--- src/rtl/fetch_unit.sv ---
// Instruction fetch stage: owns the PC, drives the instruction memory address,
// waits out the memory read latency, captures the word and offers it to decode
// through a valid/ready handshake. It accepts redirects from execute, stops at
// the end of the program and locks up on a misaligned redirect target.
// READ_CYCLES must lie in 1..15 because the wait counter is 4 bits wide.
module fetch_unit #(
  parameter logic [63:0] RESET_PC    = 64'h0,
  parameter int unsigned READ_CYCLES = 2,
  parameter logic [63:0] PC_LIMIT    = 64'h64
) (
  input  logic        CLK,
  input  logic        Reset,
  output logic [63:0] imem_addr,
  input  logic [31:0] imem_data,
  output logic [31:0] instr,
  output logic [63:0] instr_pc,
  output logic        instr_valid,
  input  logic        instr_ready,
  input  logic        redirect_valid,
  input  logic [63:0] redirect_pc,
  output logic        done,
  output logic        fault
);

  localparam logic [3:0] LAST_CNT = 4'(READ_CYCLES - 1);

  typedef enum logic [1:0] {
    S_FETCH,
    S_HOLD,
    S_DONE,
    S_FAULT
  } state_t;

  state_t      state;
  state_t      state_next;
  logic [63:0] pc;
  logic [3:0]  cnt;
  logic        done_q;

  logic [63:0] pc_inc;
  logic        redirect_take;
  logic        redirect_misaligned;
  logic        redirect_beyond;
  logic        redirect_load;
  logic        handshake;
  logic        capture;
  logic        advance;

  // A redirect outranks both a same-cycle capture and a same-cycle handshake,
  // so every datapath event below is qualified with !redirect_take.
  assign pc_inc              = pc + 64'd4;
  assign redirect_take       = redirect_valid && (state != S_FAULT);
  assign redirect_misaligned = (redirect_pc[1:0] != 2'b00);
  assign redirect_beyond     = (redirect_pc >= PC_LIMIT);
  assign redirect_load       = redirect_take && !redirect_misaligned && !redirect_beyond;
  assign handshake           = (state == S_HOLD) && instr_ready && !redirect_take;
  assign capture             = (state == S_FETCH) && (cnt == LAST_CNT) && !redirect_take;
  assign advance             = handshake && (pc_inc < PC_LIMIT);

  assign imem_addr = pc;

  // State register.
  always_ff @(posedge CLK) begin
    // NOTE: sequential state uses non-blocking assignments so every register
    // samples the pre-edge values regardless of statement order.
    if (Reset) begin
      state <= S_FETCH;
    end else begin
      state <= state_next;
    end
  end

  // Next-state logic.
  always_comb begin
    // NOTE: defaulting to the current state first keeps every path assigned,
    // so no latch is inferred.
    state_next = state;
    unique case (state)
      S_FETCH, S_HOLD, S_DONE: begin
        if (redirect_take) begin
          if (redirect_misaligned) begin
            state_next = S_FAULT;
          end else if (redirect_beyond) begin
            state_next = S_DONE;
          end else begin
            state_next = S_FETCH;
          end
        end else if (capture) begin
          state_next = S_HOLD;
        end else if (handshake) begin
          state_next = advance ? S_FETCH : S_DONE;
        end
      end
      S_FAULT: state_next = S_FAULT;
    endcase
  end

  // Output decode.
  always_comb begin
    instr_valid = (state == S_HOLD);
    fault       = (state == S_FAULT);
    done        = done_q;
  end

  // PC, wait counter, captured word and the done flag.
  always_ff @(posedge CLK) begin
    if (Reset) begin
      pc       <= RESET_PC;
      cnt      <= 4'd0;
      instr    <= 32'd0;
      instr_pc <= 64'd0;
      done_q   <= 1'b0;
    end else begin
      if (redirect_load) begin
        pc <= redirect_pc;
      end else if (advance) begin
        pc <= pc_inc;
      end

      if (redirect_load || handshake) begin
        cnt <= 4'd0;
      end else if ((state == S_FETCH) && !redirect_take && !capture) begin
        cnt <= cnt + 4'd1;
      end

      if (capture) begin
        instr    <= imem_data;
        instr_pc <= pc;
      end

      // done survives a later fault; only a good redirect or reset clears it.
      if (redirect_load) begin
        done_q <= 1'b0;
      end else if (state_next == S_DONE) begin
        done_q <= 1'b1;
      end
    end
  end

endmodule

--- config.mk ---
export PLATFORM = sky130hd
export DESIGN_NAME = fetch_unit
export DESIGN_NICKNAME = d
export VERILOG_FILES = /design/src/rtl/fetch_unit.sv
export SDC_FILE = /design/constraint.sdc
export NUM_CORES = 1
export LEC_CHECK = 0
export CORE_UTILIZATION = 45
export DETAILED_ROUTE_END_ITERATION = 8
export PLACE_DENSITY_LB_ADDON = 0.1
export SLEW_MARGIN = 20
export SYNTH_ARGS = -nofsm -noshare
export SYNTH_HDL_FRONTEND = slang
export SYNTH_SLANG_ARGS = --single-unit
export TNS_END_PERCENT = 50
--- constraint.sdc ---
create_clock -name CLK -period 4.6 [get_ports CLK]
set_input_delay 0.69 -clock CLK [delete_from_list [all_inputs] [get_ports CLK]]
set_output_delay 0.69 -clock CLK [all_outputs]
set_load 0.02 [all_outputs]
After elaboration in Yosys (flattened, before gate mapping)
Index checks and enable logic that the tools add are counted.
Operators by class
  reductions and logical operators: 21
  magnitude comparators: 2
  add/sub/neg operators: 2
  mux-type cells: 9
  eq/ne operators: 6
Operators with widths (number)
  64-bit 2-to-1 mux: 2
  64-bit by 3-bit adder with 64-bit output, second input constant: 1
  64-bit by 7-bit greater-or-equal comparator with 1-bit output, second input constant: 1
  64-bit by 7-bit < comparator with 1-bit output, second input constant: 1
  2-bit 2-to-1 mux: 6
  1-bit logical AND: 10
  2-bit equality test, second input constant: 3
  4-bit by 1-bit adder with 4-bit output, second input constant: 1
  4-bit by 1-bit equality test with 1-bit output, second input constant: 1
  1-bit logical NOT: 4
  2-bit one-hot mux with 2 select lines: 1
  2-bit nonzero test: 2
  2-bit OR reduction: 2
  3-bit OR reduction: 1
  2-bit by 1-bit equality test with 1-bit output, second input constant: 1
  2-bit logical NOT: 1
  2-bit != test, second input constant: 1
  1-bit logical OR: 1
Word-level totals
  logic and storage cells: 46
  bits in registers: 167
  output and inout port bits: 163
  bits of input ports: 100

Depth between registers and ports, before layout
Gate-level depths: netlist of the first run.
  word-level depth: 11
  gate-level depth with buffers: 13
  depth with buffers taken out: 10

Worst setup path before layout of the first run
Ideal clock, no wire load.
  path kind: reg-to-reg
  start point: register pc[5] (netlist: imem_addr[5])
  end point: register pc[2] (netlist: imem_addr[2])
  period minus slack after synthesis: 3597 ps
  setup slack: 1003 ps
  library setup time: 79 ps
  data arrival time: 3518 ps
  buffers on the path: 4
  required time: 4521 ps
  stages on the path, launching flop included: 14
  path through: dfxtp_1 > buf_4 > nand4_2 > or4_4 > buf_6 > or2_1 > or4_1 > a22oi_1 > nand2_1 > or4_1 > buf_2 > buf_6 > xor2_1 > a211oi_2
On the way
  word-level cells in the longest chain between the ends: 4
Ends and longest elaborated chain
  start: declaration: RTL line 36  | logic [63:0] pc;
  start signal: assignment: RTL line 115  | pc <= redirect_pc;
  start signal: assignment: RTL line 117  | pc <= pc_inc;
  64-bit by 3-bit adder with 64-bit output: RTL line 51  | assign pc_inc = pc + 64'd4;
  64-bit by 7-bit < comparator with 1-bit output: RTL line 58  | assign advance = handshake && (pc_inc < PC_LIMIT);
  1-bit logical AND: RTL line 58
  2-bit nonzero test (no source line)
Every way passes these cells.
A chain may end at the register's enable or synchronous reset.

Final worst setup path of the first run
  start point: register pc[4] (netlist: imem_addr[4])
  end point: register pc[47] (netlist: imem_addr[47])
On the way
  word-level cells in the longest chain between the ends: 4
  elaborated cells between the ends (all ways): 6
  those cells by class: 1 x add/sub; 1 x order compare; 2 x mux; 2 x reduce/logical
Ends and longest elaborated chain (RTL line)
  64-bit by 3-bit adder with 64-bit output (*): 51
  64-bit by 7-bit < comparator with 1-bit output: 58
  1-bit logical AND: 58
  2-bit nonzero test (no source line)
Every way passes the cells marked *; elsewhere a longest branch is shown, timed or not. The select of a mux whose other input is x is not followed.

==> results.json, run 1 <==
{
  "crit_required_ns": 4.92,
  "whs_endpoint": "instr_pc[21]$_SDFFE_PP0P_",
  "area_growth_pct": 44.53,
  "final-instance-count-excl-fill": 1384,
  "report.final.slew_viol_count": 0,
  "die_area_um2": 17090,
  "dp_hpwl_um": 15670,
  "clkLatencyLatePin_ns": 0.44,
  "synth_nets": 1038,
  "rsz0062_at_grt": "no",
  "root_buffer": "clkbuf_16",
  "clockBufferDepth": 2,
  "syn_area_um2": 7455,
  "cts_tree": "done",
  "power_w": 0.003172,
  "hold_path.class": "reg2reg",
  "critPathKind": "reg2reg",
  "vdd_drop_max_uv": 239.9,
  "final_common_cell": "clkdlybuf4s50_1",
  "grt_pass1_vias": 6746,
  "antenna_left": 0,
  "yosysTopAreaCellShare_pct": 44.85,
  "hold_depth": 2,
  "worstReg2RegStart": "imem_addr[4]$_SDFFE_PP0P_",
  "core_area_um2": 16000,
  "antenna_cells": 0,
  "combinationalPowerShare_pct": 6.1,
  "nets": 1259,
  "fmax_ghz": 0.2459,
  "status": "finished, final reports clean",
  "rrSetupSlack_ns": 0.53,
  "finalSetupViolCount": 0,
  "cap_violations": 0,
  "num_vias": 7579,
  "grt_start_max_net_pins": 103,
  "first_pass_iters": 5,
  "placed_cell_area_um2": 10140,
  "drc": 0,
  "die_h_um": 130.7,
  "grtUsageTotal_pct": 25.83,
  "end_kind": "flop",
  "holdWs_ns": 0.4526,
  "post_cts_resized": 0,
  "hold_viol": 0,
  "place_congestion": 0.9225,
  "grt_overflow": 0,
  "finalCriticalPeriod_ns": 4.067,
  "start_util_pct": 46.59,
  "ys.flop_type": "dfxtp_1",
  "p_int_w": 0.002498,
  "viasPerCell": 5.476,
  "yosysUniqueCellTypes": 55,
  "placedCellCount": 1352,
  "htree_levels": 4,
  "grt_first_pass_wirelength_um": 34470,
  "drt_wl_total_um": 21970,
  "syn_inst": 934,
  "clock_skew_ns": 0.02602,
  "finalSetupTns_ns": 0,
  "die_x_um": 130.7,
  "cts_buffers": 17,
  "slew_headroom_pct": 24.86,
  "total_leakage_power_nw": 3.835,
  "path_max_fanout": 25,
  "cts_hold_repair.buffers": 0,
  "pwr-share-clk_pct": 47.7,
  "dr.first_iter.drc_count": 595,
  "swShare_pct": 21.24,
  "synth_top_area_cell": "dfxtp_1",
  "async_flop_share_pct": 0,
  "p_seq_share_pct": 46.2,
  "ys_seq_elements": 167,
  "io_buffer_count": 262,
  "hp-start": "instr_pc[21]$_SDFFE_PP0P_",
  "fin_area_um2": 10770,
  "yosysSeqAreaShare_pct": 44.85,
  "final_cell_mix": "261 x clkdlybuf4s50_1, 218 x nand2_1, 167 x dfxtp_1, 100 x a21oi_1, 70 x and3_1",
  "yosys-top-cells-area": "dfxtp_1 45%, nand2_1 11%, a21oi_1 6.7%",
  "synth_edf_count": 0,
  "std_cell_rows": 46,
  "cp.arrival_ns": 4.39,
  "worstMarginPinSlew_ns": 1.127,
  "drive_above_1_share_pct": 5.051,
  "io_pins": 263,
  "antenna_found_initial": 0,
  "ys_warn_count": 0,
  "post-route-period-util_pct": 88.42,
  "startpoint_type": "flop",
  "r2r_cells": 9,
  "synth.avg_cell_area_um2": 7.981,
  "cts_setup_buffers": 0,
  "wl_per_cell_um": 15.87,
  "clkTransAtPathRegs_ns": 0.06,
  "power_density_nw_per_um2": 294.4,
  "cts.sinks": 167,
  "p_sw_w": 0.0006738,
  "r2r_end": "imem_addr[47]$_SDFFE_PP0P_"
}
-- synth_stat cells (2+ instances only) --
library cell and count:
a211o_1 2, a211oi_1 7, a21oi_1 100, a22oi_1 3
a31oi_1 6, and2_1 8, and3_1 70, and4_1 9
buf_2 7, buf_6 2, clkbuf_1 59, dfxtp_1 167
ha_1 4, inv_1 10, mux2i_1 12, nand2_1 219
nand2b_1 3, nand3_1 29, nand4_1 40, nor2_1 23
nor2b_1 4, nor3_1 18, nor3b_1 3, nor4_1 31
o211ai_1 3, o21ai_0 13, o311ai_0 2, o31ai_1 6
or2_2 4, or3_1 11, or4_1 15, or4_4 2
xnor2_1 10, xor2_1 11
-- routing by layer --
metal	GRT usage, %	part of all wire, %
met5	0	0
met4	7.032	0.73
met3	7.614	7.4
met2	42.42	49
met1	32.94	43
-- kinds of logic after synthesis --
logic type | count (synthesis) | synth area share (%)
multiplexers | 12 | 1.611
XOR/XNOR | 21 | 2.467
buffers and inverters | 80 | 4.397
flip-flops | 167 | 44.85
AND/OR/NAND/NOR | 498 | 34.19
adder cells (fa/ha/maj) | 5 | 0.8057
AO/OA/AOI/OAI | 151 | 11.68
-- flip-flops by register name, indices dropped and copies added (netlist names) --
| name | count |
|---|---|
| cnt | 4 |
| done | 1 |
| imem_addr | 64 |
| instr | 32 |
| instr_pc | 64 |
| state | 2 |
-- stage by stage --
step | worst slack (ns) | utilization, %
4_1_cts | 0.5505 | 67.34
6_report | 0.5326 | 67.34
3_3_place_gp | 0.6119 | 63.39
2_1_floorplan | 1.003 | -
5_1_grt | 0.2986 | 67.34
3_5_place_dp | 0.5676 | 63.39
-- cell type report --
| type | instances | area, um2 |
|---|---|---|
| clock buffer | 20 | 456.7 |
| clock inverter | 12 | 175.2 |
| fill | 1404 | 5226 |
| inverter | 10 | 37.54 |
| multi-input combinational | 687 | 3796 |
| sequential | 167 | 3343 |
| tap | 216 | 270.3 |
| timing repair buffer | 272 | 2695 |
-- worst max-delay path by stage --
stage                                   start                          to  depth (start not counted)
global route        imem_addr[4]$_SDFFE_PP0P_  imem_addr[47]$_SDFFE_PP0P_                          9
floorplan           imem_addr[5]$_SDFFE_PP0P_   imem_addr[2]$_SDFFE_PP0P_                         13
CTS                 imem_addr[4]$_SDFFE_PP0P_  imem_addr[49]$_SDFFE_PP0P_                          9
detailed placement             redirect_valid  imem_addr[49]$_SDFFE_PP0P_                         10
global placement               redirect_valid  imem_addr[43]$_SDFFE_PP0P_                         10
finish              imem_addr[4]$_SDFFE_PP0P_  imem_addr[47]$_SDFFE_PP0P_                          9
-- worst max-delay path: stages, from the launching register on --
cell	delay [ns]
dfxtp_1	0.58
nand4_2	0.20
or4_4	0.63
nor4_1	0.35
nand3_1	0.14
a2111oi_2	0.40
nand4_1	0.22
or4_1	0.88
buf_4	0.33
and3_1	0.20
-- power groups by stage --
stage | clock, W | sequential [W] | combinational, W
3_5_place_dp | 0 | 0.00150 | 0.000193
3_3_place_gp | 0 | 0.00150 | 0.000192
5_1_grt | 0.00160 | 0.00147 | 0.000208
6_report | 0.00151 | 0.00147 | 0.000193
2_1_floorplan | 0 | 0.00151 | 0.0000638
4_1_cts | 0.00153 | 0.00147 | 0.000195
No activity file was read; power rests on OpenSTA's default activity.
==> run 2: changes to the inputs <==
--- a/config.mk
+++ b/config.mk
@@ -5,8 +5,9 @@
 export SDC_FILE = /design/constraint.sdc
 export NUM_CORES = 1
 export LEC_CHECK = 0
-export CORE_UTILIZATION = 45
+export CORE_UTILIZATION = 60
 export DETAILED_ROUTE_END_ITERATION = 8
+export DONT_BUFFER_PORTS = 1
 export PLACE_DENSITY_LB_ADDON = 0.1
 export SLEW_MARGIN = 20
 export SYNTH_ARGS = -nofsm -noshare
==> run 2 against run 1 <==
Critical path depth did not move. Final area fell by 25%. Critical endpoint is now imem_addr[40]$_SDFFE_PP0P_. Register-to-register slack got worse by 0.11 ns. Clock power barely moved. Total power fell by 4.8%. Routed wire length fell by 10%. Global-route usage rose by 4.2 points. Sequential share of layout area rose by 10 points.
==> results.json, run 2 (synthesis results as in run 1) <==
{
  "htree_levels": 4,
  "multiInputGateArea_um2": 3796,
  "clkLatencyLatePin_ns": 0.42,
  "grt_first_pass_wirelength_um": 30910,
  "std_cell_rows": 40,
  "viasPerCell": 6.257,
  "io_buffer_count": 0,
  "dr.first_iter.drc_count": 513,
  "cp.arrival_ns": 4.49,
  "fin_area_um2": 8134,
  "crit_required_ns": 4.91,
  "cts_hold_repair.buffers": 0,
  "cap_violations": 0,
  "worstMarginPinSlew_ns": 1.010,
  "report.final.slew_viol_count": 0,
  "die_x_um": 113.5,
  "io_pins": 263,
  "final_cell_mix": "218 x nand2_1, 167 x dfxtp_1, 100 x a21oi_1, 70 x and3_1, 40 x nand4_1",
  "first_pass_iters": 5,
  "antenna_found_initial": 0,
  "grt_pass1_vias": 6153,
  "placed_cell_area_um2": 7507,
  "placedCellCount": 1048,
  "post_cts_resized": 0,
  "status": "finished, final reports clean",
  "antenna_left": 0,
  "finalSetupTns_ns": 0,
  "clockBufferDepth": 2,
  "start_util_pct": 61.80,
  "cts_setup_buffers": 0,
  "finalCriticalPeriod_ns": 4.181,
  "dp_hpwl_um": 13760,
  "root_buffer": "clkbuf_16",
  "crit_family": "simple AND/OR/NAND/NOR gates",
  "grt_overflow": 0,
  "ff_latch_area_um2": 3343,
  "crit_chain": "nand4_1 -> or4_4 -> nor4_1 -> nand3_1 -> a2111oi_2 -> nand4_1 -> or4_1 -> buf_4 -> and3_1",
  "critical_path.max_stage_delay_ns": 0.82,
  "clock_skew_ns": 0.005856,
  "post-route-period-util_pct": 90.90,
  "cts_tree": "done",
  "crit_top_cell": "nand4_1",
  "final-instance-count-excl-fill": 1080,
  "place_congestion": 0.8907,
  "finish.utilization_pct": 67.44,
  "antenna_cells": 0,
  "cts_buffers": 17,
  "num_vias": 6758,
  "fillers": 1012,
  "p_sw_w": 0.0006330,
  "p_seq_share_pct": 48.9,
  "wl_per_cell_um": 18.21,
  "power_density_nw_per_um2": 371.3,
  "total_leakage_power_nw": 2.931,
  "grtUsageTotal_pct": 30.06,
  "cts.sinks": 167,
  "finalSetupViolCount": 0,
  "grt_start_max_net_pins": 104,
  "cp_num_buf_inv": 1,
  "combinationalPowerShare_pct": 2.2,
  "fmax_ghz": 0.2392,
  "startpoint_type": "flop",
  "drt_wl_total_um": 19670,
  "swShare_pct": 20.96,
  "slew_headroom_pct": 32.66,
  "hold_viol": 0,
  "die_area_um2": 12870,
  "final_common_cell": "nand2_1",
  "area_growth_pct": 9.114,
  "path_max_fanout": 29,
  "rsz0062_at_grt": "no",
  "clkTransAtPathRegs_ns": 0.06,
  "end_kind": "flop",
  "drive_above_1_share_pct": 7.127,
  "holdWs_ns": 0.3372,
  "drc": 0,
  "pwr-share-clk_pct": 48.9,
  "p_int_w": 0.002388,
  "nets": 1003,
  "die_h_um": 113.5,
  "cpMaxStageDelayCell": "or4_1",
  "core_area_um2": 12060,
  "hold_path.class": "in2reg",
  "vdd_drop_max_uv": 297.7,
  "critPathKind": "reg2reg"
}
-- run 2: final timing paths --
check | startpoint | to | slack (ns) | depth (start not counted)
setup / recovery | imem_addr[20]$_SDFFE_PP0P_ | imem_addr[40]$_SDFFE_PP0P_ | 0.42 | 9
hold / removal | Reset | instr[0]$_SDFFE_PP0P_ | 0.34 | 1
setup reg to reg | imem_addr[20]$_SDFFE_PP0P_ | imem_addr[40]$_SDFFE_PP0P_ | 0.42 | 9
hold reg to reg | cnt[3]$_SDFFE_PP0P_ | cnt[3]$_SDFFE_PP0P_ | 0.55 | 2
-- run 2: worst reg2reg max path, stage by stage, from the launching register on --
cell       delay (ns)
dfxtp_1          0.64
nand4_1          0.28
or4_4            0.62
nor4_1           0.37
nand3_1          0.16
a2111oi_2        0.42
nand4_1          0.23
or4_1            0.82
buf_4            0.32
and3_1           0.21
-- run 2: area by class of cell --
| cell class | count | area share (%) |
|---|---|---|
| Multi-Input combinational cell | 687 | 46.67 |
| Inverter | 10 | 0.4615 |
| Sequential cell | 167 | 41.10 |
| Clock inverter | 11 | 1.800 |
| Clock buffer | 21 | 5.907 |
| Timing Repair Buffer | 16 | 1.477 |
| Tap cell | 168 | 2.584 |
-- run 2: power by group through the flow --
stage | registers (W) | logic, W | clock network (W)
3_3_place_gp | 0.00151 | 0.0000612 | 0
2_1_floorplan | 0.00151 | 0.0000638 | 0
6_report | 0.00148 | 0.0000670 | 0.00148
5_1_grt | 0.00148 | 0.0000746 | 0.00155
4_1_cts | 0.00148 | 0.0000670 | 0.00149
3_5_place_dp | 0.00151 | 0.0000655 | 0
-- run 2: metrics by stage --
| stage | total power (W) | setup slack [ns] |
|---|---|---|
| final | 0.003021 | 0.4186 |
| after global routing | 0.003099 | 0.08715 |
| after CTS | 0.003030 | 0.4265 |
| after detailed placement | 0.001575 | 0.4433 |
| after global placement | 0.001570 | 0.4790 |
| after floorplan | 0.001571 | 1.003 |
-- run 2: routing by layer --
metal  up-vias  track usage (%)  share of wire, %
li1       3241                -                 -
met1      3187            37.48                42
met2       295            50.49                48
met3        35            7.705               7.4
met4         0            10.26               2.1
met5         -                0                 0
==> run 3: changes to the inputs <==
--- a/config.mk
+++ b/config.mk
@@ -5,7 +5,9 @@
 export SDC_FILE = /design/constraint.sdc
 export NUM_CORES = 1
 export LEC_CHECK = 0
-export CORE_UTILIZATION = 60
+export CELL_PAD_IN_SITES_DETAIL_PLACEMENT = 1
+export CELL_PAD_IN_SITES_GLOBAL_PLACEMENT = 2
+export CORE_UTILIZATION = 35
 export DETAILED_ROUTE_END_ITERATION = 8
 export DONT_BUFFER_PORTS = 1
 export PLACE_DENSITY_LB_ADDON = 0.1
==> run 3 against run 2 <==
Flip-flop and latch count did not move. Sequential power barely moved. Sequential share of layout area fell by 0.58 points. Final area rose by 1.4%. Global-route usage fell by 7.6 points. Final cell count rose by 11%. Critical path type unchanged. Highest routed layer unchanged.
==> results.json, run 3 (synthesis results as in run 1) <==
{
  "status": "finished, final reports clean",
  "hp-start": "Reset",
  "root_buffer": "clkbuf_16",
  "end_kind": "flop",
  "clock_skew_ns": 0.01457,
  "power_w": 0.002951,
  "area_growth_pct": 10.67,
  "cts_tree": "done",
  "antenna_left": 0,
  "die_h_um": 147.9,
  "cts_setup_buffers": 0,
  "start_util_pct": 35.57,
  "cap_violations": 0,
  "drc": 0,
  "report.final.slew_viol_count": 0,
  "antenna_found_initial": 4,
  "drive_above_1_share_pct": 7.322,
  "finalCriticalPeriod_ns": 4.119,
  "clockBufferDepth": 2,
  "io_pins": 263,
  "dp_hpwl_um": 17720,
  "num_vias": 6856,
  "r2r_cells": 9,
  "rsz0062_at_grt": "no",
  "final_cell_mix": "218 x nand2_1, 167 x dfxtp_1, 100 x a21oi_1, 70 x and3_1, 40 x nand4_1",
  "clkTransAtPathRegs_ns": 0.07,
  "cts_hold_repair.buffers": 0,
  "slew_headroom_pct": 29.71,
  "whs_endpoint": "instr_pc[0]$_SDFFE_PP0P_",
  "viasPerCell": 5.742,
  "power_density_nw_per_um2": 357.6,
  "dr.first_iter.drc_count": 257,
  "grt_start_max_net_pins": 104,
  "drt_wl_total_um": 24910,
  "r2r_end": "imem_addr[33]$_SDFFE_PP0P_",
  "final_common_cell": "nand2_1",
  "nets": 1007,
  "place_congestion": 0.8321,
  "vdd_drop_max_uv": 289.3,
  "hold_path.class": "in2reg",
  "worstMarginPinSlew_ns": 1.054,
  "hold_viol": 0,
  "clkLatencyLatePin_ns": 0.43,
  "die_area_um2": 21890,
  "cts.sinks": 167,
  "met2WireLength_um": 12150,
  "finalSetupTns_ns": 0,
  "std_cell_rows": 53,
  "cts_buffers": 17,
  "cp.arrival_ns": 4.43,
  "first_pass_iters": 4,
  "placed_cell_area_um2": 7671,
  "hold_depth": 1,
  "fmax_ghz": 0.2428,
  "critPathKind": "reg2reg",
  "highest-signal-layer": "met4",
  "fin_area_um2": 8250,
  "grt_overflow": 0,
  "fillers": 2515,
  "io_buffer_count": 0,
  "htree_levels": 4,
  "grt_first_pass_wirelength_um": 38640,
  "path_max_fanout": 30,
  "crit_required_ns": 4.91,
  "rrSetupSlack_ns": 0.48,
  "total_leakage_power_nw": 2.922,
  "finish.utilization_pct": 39.37,
  "grtUsageTotal_pct": 22.47,
  "startpoint_type": "flop",
  "wl_per_cell_um": 20.86,
  "wl_met1_um": 10870,
  "die_x_um": 147.9,
  "worstReg2RegStart": "imem_addr[20]$_SDFFE_PP0P_",
  "wl_met3_um": 1351,
  "finalSetupViolCount": 0,
  "core_area_um2": 20960,
  "grt_pass1_vias": 6885,
  "post-route-period-util_pct": 89.55,
  "post_cts_resized": 0
}
run 3: cell count changes in the layout (fill, tap and decap cells not counted), sizes merged:
cell    before  now
inv         10   17
bufinv       3    1
diode        0    4
buf         16   20
clkbuf      21   18
clkinv       6    3
run 3: layout make-up:
class                      instances  area, um2  share of cell area (%)
antenna                            4      10.01                  0.1213
tap                              275      344.1                   4.170
inverter                          10      37.54                  0.4550
timing repair buffer              20      150.1                   1.820
clock buffer                      18      429.2                   5.202
clock inverter                    13      140.1                   1.699
sequential                       167       3343                   40.52
multi-input combinational        687       3796                   46.01
run 3: through the flow:
step	hold WS, ns	setup WS [ns]	instances
finish	0.3373	0.4809	1194
global route	0.3100	0.1934	1194
CTS	0.3119	0.4858	1190
detailed placement	0.4908	0.5079	1159
global placement	0.4883	0.5625	1159
floorplan	0.4800	1.003	934
run 3: worst max-delay path by stage:
stage / endpoint / start
after global placement: imem_addr[20]$_SDFFE_PP0P_ / imem_addr[20]$_SDFFE_PP0P_
after global routing: imem_addr[33]$_SDFFE_PP0P_ / imem_addr[20]$_SDFFE_PP0P_
final: imem_addr[33]$_SDFFE_PP0P_ / imem_addr[20]$_SDFFE_PP0P_
after CTS: imem_addr[22]$_SDFFE_PP0P_ / imem_addr[20]$_SDFFE_PP0P_
after floorplan: imem_addr[2]$_SDFFE_PP0P_ / imem_addr[5]$_SDFFE_PP0P_
after detailed placement: imem_addr[36]$_SDFFE_PP0P_ / imem_addr[20]$_SDFFE_PP0P_
run 3: routing by layer:
layer	vias up	global-route usage [%]
li1	3256	-
met5	-	0
met2	191	38.75
met4	0	7.784
met3	26	5.463
met1	3383	27.16
run 3: power by group:
group	switching, W	leakage [nW]	total (W)	internal (W)
clock network	0.000642	0.274	0.00141	0.000763
registers	0.0000201	1.35	0.00148	0.00146
logic	0.0000504	1.30	0.0000692	0.0000188
run 3: worst max-delay path: stages (launching register included):
cell       delay, ns
dfxtp_1         0.66
nand4_1         0.33
or4_4           0.64
nor4_1          0.33
nand3_1         0.15
a2111oi_2       0.47
nand4_1         0.24
or4_1           0.67
buf_4           0.27
and3_1          0.21
==> RTL change 1: new RTL, config.mk and constraints of run 1 <==
The 4 states of `state_t` get a one-hot encoding in 4 bits.
--- a/src/rtl/fetch_unit.sv
+++ b/src/rtl/fetch_unit.sv
@@ -24,11 +24,11 @@
 
   localparam logic [3:0] LAST_CNT = 4'(READ_CYCLES - 1);
 
-  typedef enum logic [1:0] {
-    S_FETCH,
-    S_HOLD,
-    S_DONE,
-    S_FAULT
+  typedef enum logic [3:0] {
+    S_FETCH = 4'b0001,
+    S_HOLD  = 4'b0010,
+    S_DONE  = 4'b0100,
+    S_FAULT = 4'b1000
   } state_t;
 
   state_t      state;
Formal check against the unedited RTL: same outputs for any inputs over 4 cycles, from zero or initial values and one cycle with Reset high; so few cycles prove little.
==> RTL change 1 against run 1 <==
- wire length increased by 5.5%
- area after synthesis down 0.20%
- worst setup slack improved by 0.026 ns
- final area rose by 0.64%
- total power down 0.21%
- critical path depth did not move
- sequential cell count up 2
- sequential share of layout area rose by 0.17 points
- highest routed layer unchanged
==> RTL change 1: results (changes against run 1) <==
- Synth area leaders: dfxtp_1, nand2_1, a21oi_1 (unchanged)
- Clock latency on the worst-skew pair: 0.43 ns
- Mux cell area share after synthesis: 0.824% (was 1.61%)
- DR vias/cell: 5.37 (was 5.48)
- Detailed Route Iter0 Violations: 442 (was 595)
- Number of global-route vias before repair: 6686 (was 6746)
- Cell taking the most area after synthesis: dfxtp_1 (unchanged)
- Routed length per instance: 16.9 um (was 15.9 um)
- GRT met3 Usage: 6.15% (was 7.61%)
- Leak: 3.69 nW (was 3.83 nW)
- Share of flip-flops with an asynchronous set or reset: 0% (unchanged)
- WL met2: 11700 um (was 10700 um)
- Ant diodes: 0 (unchanged)
- Synth top cells by count: nand2_1, dfxtp_1, a21oi_1 (unchanged)
- Nets: 1247 (was 1259)
- Clock Path Buffers: 2 (unchanged)
- Layout cells sized above 1: 6.93% (was 5.05%)
- CTS H-tree depth: 4 (unchanged)
- Clock Power: 1.48 mW
- Gp weighted congestion: 0.901 (was 0.923)
- Met3 wire len: 1590 um (was 1620 um)
- Worst relative slew slack: 25.7% (was 24.9%)
- R2r setup slk: 0.56 ns (was 0.53 ns)
- Met1 usage: 30.4% (was 32.9%)
- IR drop worst, VDD: 0.245 mV (was 0.240 mV)
- Port Buffers: 262 (unchanged)
- Worst path slowest cell: or4_2 (was or4_1)
- GR Util met2: 47.6% (was 42.4%)
- Layout Skew: 0.00867 ns (was 0.0260 ns)
- Power per cell area: 292 mW/mm^2 (was 294 mW/mm^2)
- Crit path DAT: 4.41 ns (was 4.39 ns)
- Slowest cell delay on critical path: 0.75 ns (was 0.88 ns)
- Drt pass-1 iters: 5 (unchanged)
- Unique masters post-synth: 65 (was 55)
- Total CTS buffers: 17 (unchanged)
- DP Wirelength: 16800 um (was 15700 um)
- Worst-path clk slew: 0.06 ns (about the same)
- Total Routing Usage GR: 26.5% (was 25.8%)
- Adder-cell share of the synthesized area: 0.673% (was 0.806%)
- CP Max Fanout: 9 (was 25)
- Logic power comb: 0.206 mW (was 0.193 mW)
- Yosys warning count: 0 (unchanged)
- HP Class: flop to flop (unchanged)
- Largest net degree at the start of global routing: 107 (was 103)
- Sw Share: 21.7% (was 21.2%)
- Mapped Nets: 1004 (was 1038)
- Status: complete, no violations (unchanged)
- Sequential-to-total area share from yosys stat: 45.5% (was 44.8%)
- Post-Synth XOR/XNOR Area: 2.59% (was 2.47%)
- DRT met1 WL: 9400 um (was 9510 um)
- First-pass GRT wire length: 34700 um (was 34500 um)
- Root buf cell: clkbuf_16 (unchanged)
- Resized cells post-CTS: 0 (unchanged)
- Compound-gate portion of the synthesized area: 12.6% (was 11.7%)
==> RTL change 1: layout make-up <==
type,instances,area [sq um]
clock buffers,21,470
clock inverters,9,136
multi-input cells,671,3790
inverters,7,26.3
flip-flops and latches,169,3380
repair buffers,277,2770
well taps,216,270
fillers,1378,5160
==> RTL change 1: worst paths after layout <==
kind	startpoint	endpoint	depth (start not counted)
worst max-delay path	imem_addr[2]	imem_addr[5]	9
worst min-delay path	instr[23]	instr[23]	2
worst max register to register	imem_addr[2]	imem_addr[5]	9
worst min register to register	instr[23]	instr[23]	2
==> RTL change 1: per-stage QoR <==
step                instance area [sq um]  hold WS, ns  worst slack [ns]  instances
global route                        10800        0.470             0.363       1370
detailed placement                  10200        0.446             0.634       1339
global placement                    10200        0.441             0.712       1339
finish                              10800        0.452             0.558       1370
CTS                                 10800        0.454             0.629       1369
floorplan                            7440        0.480             0.923        900
==> RTL change 2: new RTL, config.mk and constraints of run 1 <==
Without the edit above. Change the parameter `PC_LIMIT` from 64'h64 to 64'h4B.
--- a/src/rtl/fetch_unit.sv
+++ b/src/rtl/fetch_unit.sv
@@ -6,7 +6,7 @@
 module fetch_unit #(
   parameter logic [63:0] RESET_PC    = 64'h0,
   parameter int unsigned READ_CYCLES = 2,
-  parameter logic [63:0] PC_LIMIT    = 64'h64
+  parameter logic [63:0] PC_LIMIT    = 64'h4B
 ) (
   input  logic        CLK,
   input  logic        Reset,
Formal check against the unedited RTL: not equivalent (Yosys sat finds a counterexample within 4 cycles, from zero or initial values and one cycle with Reset high).
==> RTL change 2 against run 1 <==
- worst setup slack got worse by 0.034 ns
- sequential power barely moved
- final area rose by 2.0%
- combinational power up 7%
- total power fell by 5.1%
- wire length rose by 6.7%
- sequential cell count unchanged
- area after synthesis rose by 4.4%
- highest routed layer unchanged
==> RTL change 2: results (changes against run 1) <==
- Layout Skew: 0.00734 ns (was 0.0260 ns)
- GRT met3 Usage: 5.02% (was 7.61%)
- WL met2: 10900 um (was 10700 um)
- Measured slew at the worst slew-check pin: 1.13 ns (about the same)
- Total CTS buffers: 17 (unchanged)
- Initial antenna violation count: 0 (unchanged)
- First-pass GRT wire length: 37800 um (was 34500 um)
- Met3 wire len: 1450 um (was 1620 um)
- DRT met1 WL: 10800 um (was 9510 um)
- Gp weighted congestion: 0.904 (was 0.923)
- Mux cell area share after synthesis: 0.788% (was 1.61%)
- Largest net degree at the start of global routing: 104 (was 103)
- Adder-cell share of the synthesized area: 0.804% (was 0.806%)
- Worst slack at placement: 0.567 ns (was 0.568 ns)
- Setup Fix Bufs, Post-CTS: 0 (unchanged)
- DP Wirelength: 16600 um (was 15700 um)
- Yosys warning count: 0 (unchanged)
- Power per cell area: 274 mW/mm^2 (was 294 mW/mm^2)
- Clock Path Buffers: 2 (unchanged)
- IR drop worst, VDD: 0.229 mV (was 0.240 mV)
- Sequential-to-total area share from yosys stat: 42.9% (was 44.8%)
- Met1 usage: 34.5% (was 32.9%)
- Fin worst setup slack: 0.498 ns (was 0.533 ns)
- Synth area leaders: dfxtp_1, nand2_1, a21oi_1 (unchanged)
- Total Routing Usage GR: 26.1% (was 25.8%)
- Ant diodes: 0 (unchanged)
- Slowest cell delay on critical path: 0.67 ns (was 0.88 ns)
- Layout fillers: 1550 (was 1404)
- CP Max Fanout: 24 (was 25)
- Detailed Route Iter0 Violations: 486 (was 595)
- Post-Synth XOR/XNOR Area: 3.04% (was 2.47%)
- Leak: 3.86 nW (was 3.83 nW)
- Unique masters post-synth: 65 (was 55)
- Worst path slowest cell: or4_4 (was or4_1)
- GR Util met2: 42.8% (was 42.4%)
- DR vias/cell: 5.45 (was 5.48)
- Mapped Nets: 1085 (was 1038)
- Root buf cell: clkbuf_16 (unchanged)
- Final wirelength: 23400 um (was 22000 um)
- Count leader, synth: nand2_1 (unchanged)
- HP Class: flop to flop (unchanged)
- Number of global-route vias before repair: 7347 (was 6746)
- Port Buffers: 262 (unchanged)
- Status: complete, no violations (unchanged)
- Layout cells sized above 1: 6.23% (was 5.05%)
- Share of flip-flops with an asynchronous set or reset: 0% (unchanged)
- Synth top cells by count: nand2_1, dfxtp_1, a21oi_1 (unchanged)
- Clock latency on the worst-skew pair: 0.42 ns (was 0.44 ns)
- Compound-gate portion of the synthesized area: 12.1% (was 11.7%)
- Nets: 1311 (was 1259)
- Resized cells post-CTS: 0 (unchanged)
## RTL change 2: changes by cell type after synthesis, moves of 6 or more
cell	delta
xnor2_1	+9
buf_2	-6
nor2_1	+17
clkbuf_1	-14
nor3_1	+8
nand3_1	+6
o21ai_0	+6
buf_4	+6
a21oi_1	+9
nand4_1	-6
mux2i_1	-7
## RTL change 2: cells by family after synthesis
family,Yosys count
flip-flops,167
AO/OA/AOI/OAI,165
adder cells (fa/ha/maj),5
AND/OR/NAND/NOR,534
multiplexers,6
buffers and inverters,76
XOR/XNOR,27
## RTL change 2: path summary, 6_finish.rpt
kind | endpoint | cells past startpoint | start
max | imem_addr[4] | 10 | imem_addr[3]
min | instr_pc[60] | 2 | instr_pc[60]
max reg2reg | imem_addr[4] | 10 | imem_addr[3]
min reg2reg | instr_pc[60] | 2 | instr_pc[60]
## RTL change 2: where the power goes
part | leakage [nW] | internal, mW | switching, mW
clock | 0.270 | 0.744 | 0.595
combinational | 2.25 | 0.109 | 0.0977
sequential | 1.35 | 1.46 | 0.00885
## RTL change 2: cell type report
class / count / area share [%]
clock inverter: 11 / 0.820
multi-input combinational: 737 / 37.0
timing repair buffer: 274 / 24.7
tap: 220 / 2.51
inverter: 9 / 0.308
sequential: 167 / 30.4
clock buffer: 21 / 4.28
## RTL change 2: metrics by stage
stage | cell area, sq um | instances | hold WS [ns] | utilization, %
after global routing | 11000 | 1439 | 0.468 | 65.5
after CTS | 11000 | 1439 | 0.454 | 65.5
after detailed placement | 10400 | 1407 | 0.445 | 62.2
after global placement | 10400 | 1407 | 0.441 | 62.2
after floorplan | 7780 | 980 | 0.480 | -
final | 11000 | 1439 | 0.452 | 65.5
